--- src/rtl/hamming_tx_encoder_pkg.sv ---
// Shared Hamming(12,8) definitions used by the encoder and decoder stages.
// Positions are zero-based codeword bit indices (bit i = Hamming position i+1).
package hamming_tx_encoder_pkg;

    localparam int unsigned MSG_W   = 8;
    localparam int unsigned CW_W    = 12;
    localparam int unsigned ERR_W   = 4;
    localparam int unsigned NUM_PAR = 4;

    localparam int unsigned PAR_POS [NUM_PAR] = '{0, 1, 3, 7};
    // DATA_POS[i] is the codeword bit that carries message bit m[i].
    localparam int unsigned DATA_POS [MSG_W] = '{2, 4, 5, 6, 8, 9, 10, 11};

    localparam logic [ERR_W-1:0] ERR_NONE = '0;

    typedef logic [CW_W-1:0]  codeword_t;
    typedef logic [MSG_W-1:0] msg_t;

endpackage

--- src/rtl/hamming_enc_core.sv ---
// Combinational Hamming(12,8) parity generator.
module hamming_enc_core
    import hamming_tx_encoder_pkg::*;
(
    input  logic [7:0]  msg_i,
    output logic [11:0] code_o
);

    codeword_t code;

    always_comb begin
        code = '0;
        for (int unsigned i = 0; i < MSG_W; i++) begin
            code[4'(DATA_POS[i])] = msg_i[3'(i)];
        end
        // Parity at position p+1 covers every position whose index shares that bit.
        for (int unsigned p = 0; p < NUM_PAR; p++) begin
            for (int unsigned j = 0; j < CW_W; j++) begin
                if ((j != PAR_POS[p]) && (((j + 1) & (PAR_POS[p] + 1)) != 0)) begin
                    code[4'(PAR_POS[p])] = code[4'(PAR_POS[p])] ^ code[4'(j)];
                end
            end
        end
    end

    assign code_o = code;

endmodule

--- src/rtl/hamming_tx_encoder.sv ---
// Hamming(12,8) transmit stage: encode, optional single-bit error injection,
// 2-entry output FIFO and a delivered-word counter.
module hamming_tx_encoder #(
    parameter int unsigned MSG_W = hamming_tx_encoder_pkg::MSG_W,
    parameter int unsigned CW_W  = hamming_tx_encoder_pkg::CW_W
) (
    input  logic            clk,
    input  logic            rst,
    input  logic            in_valid,
    output logic            in_ready,
    input  logic [MSG_W-1:0] in_data,
    input  logic [3:0]      err_pos,
    output logic            out_valid,
    input  logic            out_ready,
    output logic [CW_W-1:0] out_code,
    output logic [7:0]      tx_count
);

    import hamming_tx_encoder_pkg::*;

    logic [CW_W-1:0] enc_code;
    logic [CW_W-1:0] inj_code;
    logic            inj_en;

    logic [CW_W-1:0] head_q, head_d;
    logic [CW_W-1:0] tail_q, tail_d;
    logic [1:0]      count_q, count_d;
    logic [7:0]      tx_count_q, tx_count_d;

    logic push;
    logic pop;

    hamming_enc_core u_enc_core (
        .msg_i  (in_data),
        .code_o (enc_code)
    );

    assign inj_en   = (err_pos != ERR_NONE) && (err_pos <= 4'(CW_W));
    assign inj_code = inj_en ? (enc_code ^ (CW_W'(1) << (err_pos - 4'd1))) : enc_code;

    assign in_ready  = (count_q < 2'd2);
    assign out_valid = (count_q != 2'd0);
    assign out_code  = head_q;
    assign tx_count  = tx_count_q;

    assign push = in_valid && in_ready;
    assign pop  = out_valid && out_ready;

    // head_q is the FIFO head and keeps its last value once the FIFO drains.
    always_comb begin
        head_d     = head_q;
        tail_d     = tail_q;
        count_d    = count_q;
        tx_count_d = tx_count_q;
        if (pop) begin
            tx_count_d = tx_count_q + 8'd1;
        end
        case (count_q)
            2'd0: begin
                if (push) begin
                    head_d  = inj_code;
                    count_d = 2'd1;
                end
            end
            2'd1: begin
                if (push && pop) begin
                    head_d = inj_code;
                end else if (push) begin
                    tail_d  = inj_code;
                    count_d = 2'd2;
                end else if (pop) begin
                    count_d = 2'd0;
                end
            end
            2'd2: begin
                if (pop) begin
                    head_d  = tail_q;
                    count_d = 2'd1;
                end
            end
            default: begin
                count_d = 2'd0;
            end
        endcase
    end

    always_ff @(posedge clk) begin
        if (!rst) begin
            head_q     <= '0;
            tail_q     <= '0;
            count_q    <= 2'd0;
            tx_count_q <= 8'd0;
        end else begin
            head_q     <= head_d;
            tail_q     <= tail_d;
            count_q    <= count_d;
            tx_count_q <= tx_count_d;
        end
    end

endmodule

--- config.mk ---
export PLATFORM = sky130hd
export DESIGN_NAME = hamming_tx_encoder
export DESIGN_NICKNAME = d
export VERILOG_FILES = /design/src/rtl/hamming_tx_encoder_pkg.sv /design/src/rtl/hamming_enc_core.sv /design/src/rtl/hamming_tx_encoder.sv
export SDC_FILE = /design/constraint.sdc
export NUM_CORES = 1
export LEC_CHECK = 0
export ABC_AREA = 1
export BUFFER_PORTS_ARGS = -buffer_cell sky130_fd_sc_hd__clkbuf_2
export CAP_MARGIN = 20
export CORE_ASPECT_RATIO = 0.7
export CORE_UTILIZATION = 60
export DETAILED_ROUTE_END_ITERATION = 6
export GPL_TIMING_DRIVEN = 0
export PLACE_DENSITY = 0.84
export RECOVER_POWER = 50
export SLEW_MARGIN = 30
export SYNTH_ARGS = -nofsm -noshare
export SYNTH_HDL_FRONTEND = slang
export SYNTH_SLANG_ARGS = --single-unit
--- constraint.sdc ---
create_clock -name clk -period 2.73 [get_ports clk]
set_clock_uncertainty 0.2 [all_clocks]
set_input_delay 0.1365 -clock clk [delete_from_list [all_inputs] [get_ports clk]]
set_output_delay 0.1365 -clock clk [all_outputs]
set_load 0.01 [all_outputs]
==> key figures <==
Outcome
  • Status: complete, no violations

Drt
  • Vias: approximately 2200
  • Initial DRT Pass Iterations: 5
  • DRC viols: 0
  • Via/cell ratio: between 5 and 6
  • Routed Antenna Nets: 0
  • Iter 0 DRT Violations: 309
  • Routed len/inst: approximately 12 µm
  • Routed Wire Length: between 5 and 6 mm

Clock tree
  • Clock sinks: 34
  • Inserted Clock Buffers: 5
  • CTS tree: built
  • H-tree lvl count: 2
  • # resized after CTS: 0
  • Clock root buffer master: clkbuf_8
  • Clk Latency, worst-skew pair: 0.28 ns
  • Clock Path Buffers: 2
  • Clk slew on worst S/H paths: 0.06 ns

Yosys
  • Post-Syn Nets: 352
  • Ys Warns: 0
  • Synthesis-stage register bit count: 34
  • Compound-Gate Fraction of Synth Area: 14.0%
  • Simple-Gate Fraction of Synth Area: 34.0%
  • Mapped Cells: 335
  • Synth unique cells: 25
  • Syn_area_per_cell: 6.23 µm²
  • Xor/xnor share of the synthesized area: between 5 and 6%
  • Largest family of logic cells by synthesized area: simple AND/OR/NAND/NOR gates
  • Synth Area in Adders: less than 1%
  • Mapped cell area: 2090 µm²
  • Post-synthesis mux area share: 0%
  • Post-synthesis sequential area ratio: 32.6%

GRT
  • First-pass GRT wire length: 8.61 mm
  • Vias in the first global route: 1878
  • Initial antenna violation count: 0
  • Total track usage: 30.7%
  • Pin count of the biggest net entering global routing: 11
  • Aggregate global routing overflow: 0

Finish
  • Nets@finish: 396
  • Area growth syn-to-layout: 14.2%
  • Post-route insts no fill: approximately 430
  • Fillers: 303
  • Commonest non-fill, non-tap cells in the layout: nand2_1 (94), inv_1 (53), a21oi_1 (41)
  • Ratio of cells with drive above 1 in the final layout: under 10%
  • Inserted Diodes: 0
  • Final instance area: 2380 µm²
  • Commonest non-fill, non-tap cell in the layout: nand2_1

Die
  • Die Area: between 3000 and 4000 µm²
  • Die Wd: between 70 and 80 µm
  • Core footprint: 3230 µm²
  • I/O pins: 38
  • # rows: 17
  • Starting Density: between 60 and 70%
  • DIE HEIGHT: 51.3 µm

Worst setup path
  • Crit path kind: reg2reg
  • Worst Setup End Kind: flop
  • Data required, critical path: 2.70 ns
  • R2R depth: 7
  • CP max FO: 6
  • Launch point of the worst reg-to-reg path: count_q[1]$_SDFFE_PN0P_
  • CP Launch Type: flop
  • Reg2reg end: tx_count[5]$_SDFFE_PN0P_
  • Reg-to-reg setup timing slack: between 0.8 and 0.9 ns
  • Arr. time, crit path: 1.81 ns

STA
  • RSZ-0062 raised after global routing: false
  • Max Slew Vio Count: 0
  • Hold Slack: 0.0521 ns
  • Worst Tran Pin Value: 0.540 ns
  • Setup violators final: 0
  • Max Fclk: 544 MHz
  • Setup_tns: 0 ns
  • Final Hold Viols: 0
  • Fin crit share: 67.3%
  • Final min period: 1.84 ns
  • Slew margin rel.: a little under two thirds

Placed design
  • Placed cell count: roughly 420
  • Gpl congestion: 0.970
  • # port buffers: 36
  • Dpl hpwl: 3.95 mm
  • Cell Area, Placed: approximately 2300 µm²

Hold path
  • Worst-case hold path end point: count_q[1]$_SDFFE_PN0P_
  • Min-Delay Path Depth: 4
  • Hold path startpoint: out_ready
  • Tightest Hold Check Type: in2reg

Flow run
  • Max cap viols: 0

Power and ir drop
  • P per Cell Area: 486 nW/µm²
  • Overall power: 1.16 mW
  • Worst vdd ir: 400 µV
  • Leak: 1.19 nW
state kept, by name, summed over array words and instances (netlist names):
register	flops
tail_q	12
count_q	2
tx_count	8
out_code	12
worst max-delay path by stage:
stage | depth (start not counted) | from | slack, ns | end
after global routing | 8 | count_q[1]$_SDFFE_PN0P_ | 0.74 | tx_count[7]$_SDFFE_PN0P_
after detailed placement | 7 | count_q[1]$_SDFFE_PN0P_ | 1.0 | out_code[8]$_SDFFE_PN0P_
after CTS | 7 | rst | 0.98 | tail_q[10]$_SDFFE_PN0P_
final | 7 | count_q[1]$_SDFFE_PN0P_ | 0.89 | tx_count[5]$_SDFFE_PN0P_
after global placement | 7 | count_q[1]$_SDFFE_PN0P_ | 1.03 | out_code[1]$_SDFFE_PN0P_
after floorplan | 7 | count_q[1]$_SDFFE_PN0P_ | 1.28 | out_code[1]$_SDFFE_PN0P_
through the flow:
step	util (%)	setup WS (ns)
3_3_place_gp	71.9	1.03
5_1_grt	73.6	0.739
4_1_cts	74.6	0.983
2_1_floorplan	-	1.28
3_5_place_dp	71.9	0.995
6_report	73.6	0.892
area by class of cell:
class                   count  area [µm²]  share of cell area (%)
multi-input cells         236        1120                    47.2
repair buffers             37         163                    6.83
inverters                  54         203                    8.51
clock buffers               7        76.3                    3.21
well taps                  47        58.8                    2.47
plain buffers              11        76.3                    3.21
flip-flops and latches     34         681                    28.6
synthesized netlist by cell type (all sizes together):
cell	n	area (µm²)
nor3b	1	7.51
clkinv	1	3.75
o21bai	1	7.51
ha	1	12.5
o21ai	12	60.1
nand3	16	85.1
nor2	38	145
nand2	94	353
nand4	2	12.5
xor2	11	96.3
nand3b	12	90.1
xnor2	2	17.5
o211ai	1	12.5
nor3	3	15.0
dfxtp	34	681
clkbuf	2	7.51
a21oi	41	205
buf	9	68.8
inv	53	199
a31oi	1	6.26
per-layer routing:
metal / routed length (µm) / vias to the layer above / track usage (%)
met4: 65 / 0 / 6.86
met5: 0 / - / 0
met1: 2580 / 985 / 46.6
met3: 459 / 7 / 5.72
li1: - / 1129 / -
met2: 2100 / 75 / 44.5
worst max-delay path, cell delays in order, from the launching register on:
cell and delay, ns:
dfxtp_1 0.39, nor2_1 0.08, nor2_1 0.30, inv_1 0.18, nor2_1 0.23, nand2_1 0.12, o21ai_0 0.17, a21oi_1 0.05
report_power, final:
group | switching, mW | internal [mW]
combinational | 0.166 | 0.0997
clock | 0.170 | 0.175
sequential | 0.0164 | 0.530
total | 0.353 | 0.805
logic make-up after synthesis:
group                      Yosys count
xor gates and xnor gates            13
buffers and inverters               65
AOI/OAI and AO/OA                   56
DFF                                 34
adders and majority gates            1
and+or+nand+nor                    166
repair_timing:
action / CTS / global route
buffers inserted: 0 / 0
hold buffers: 1 / 0
hold endpoints to repair: 5 / 0
Power figures use the tool's default switching activity.
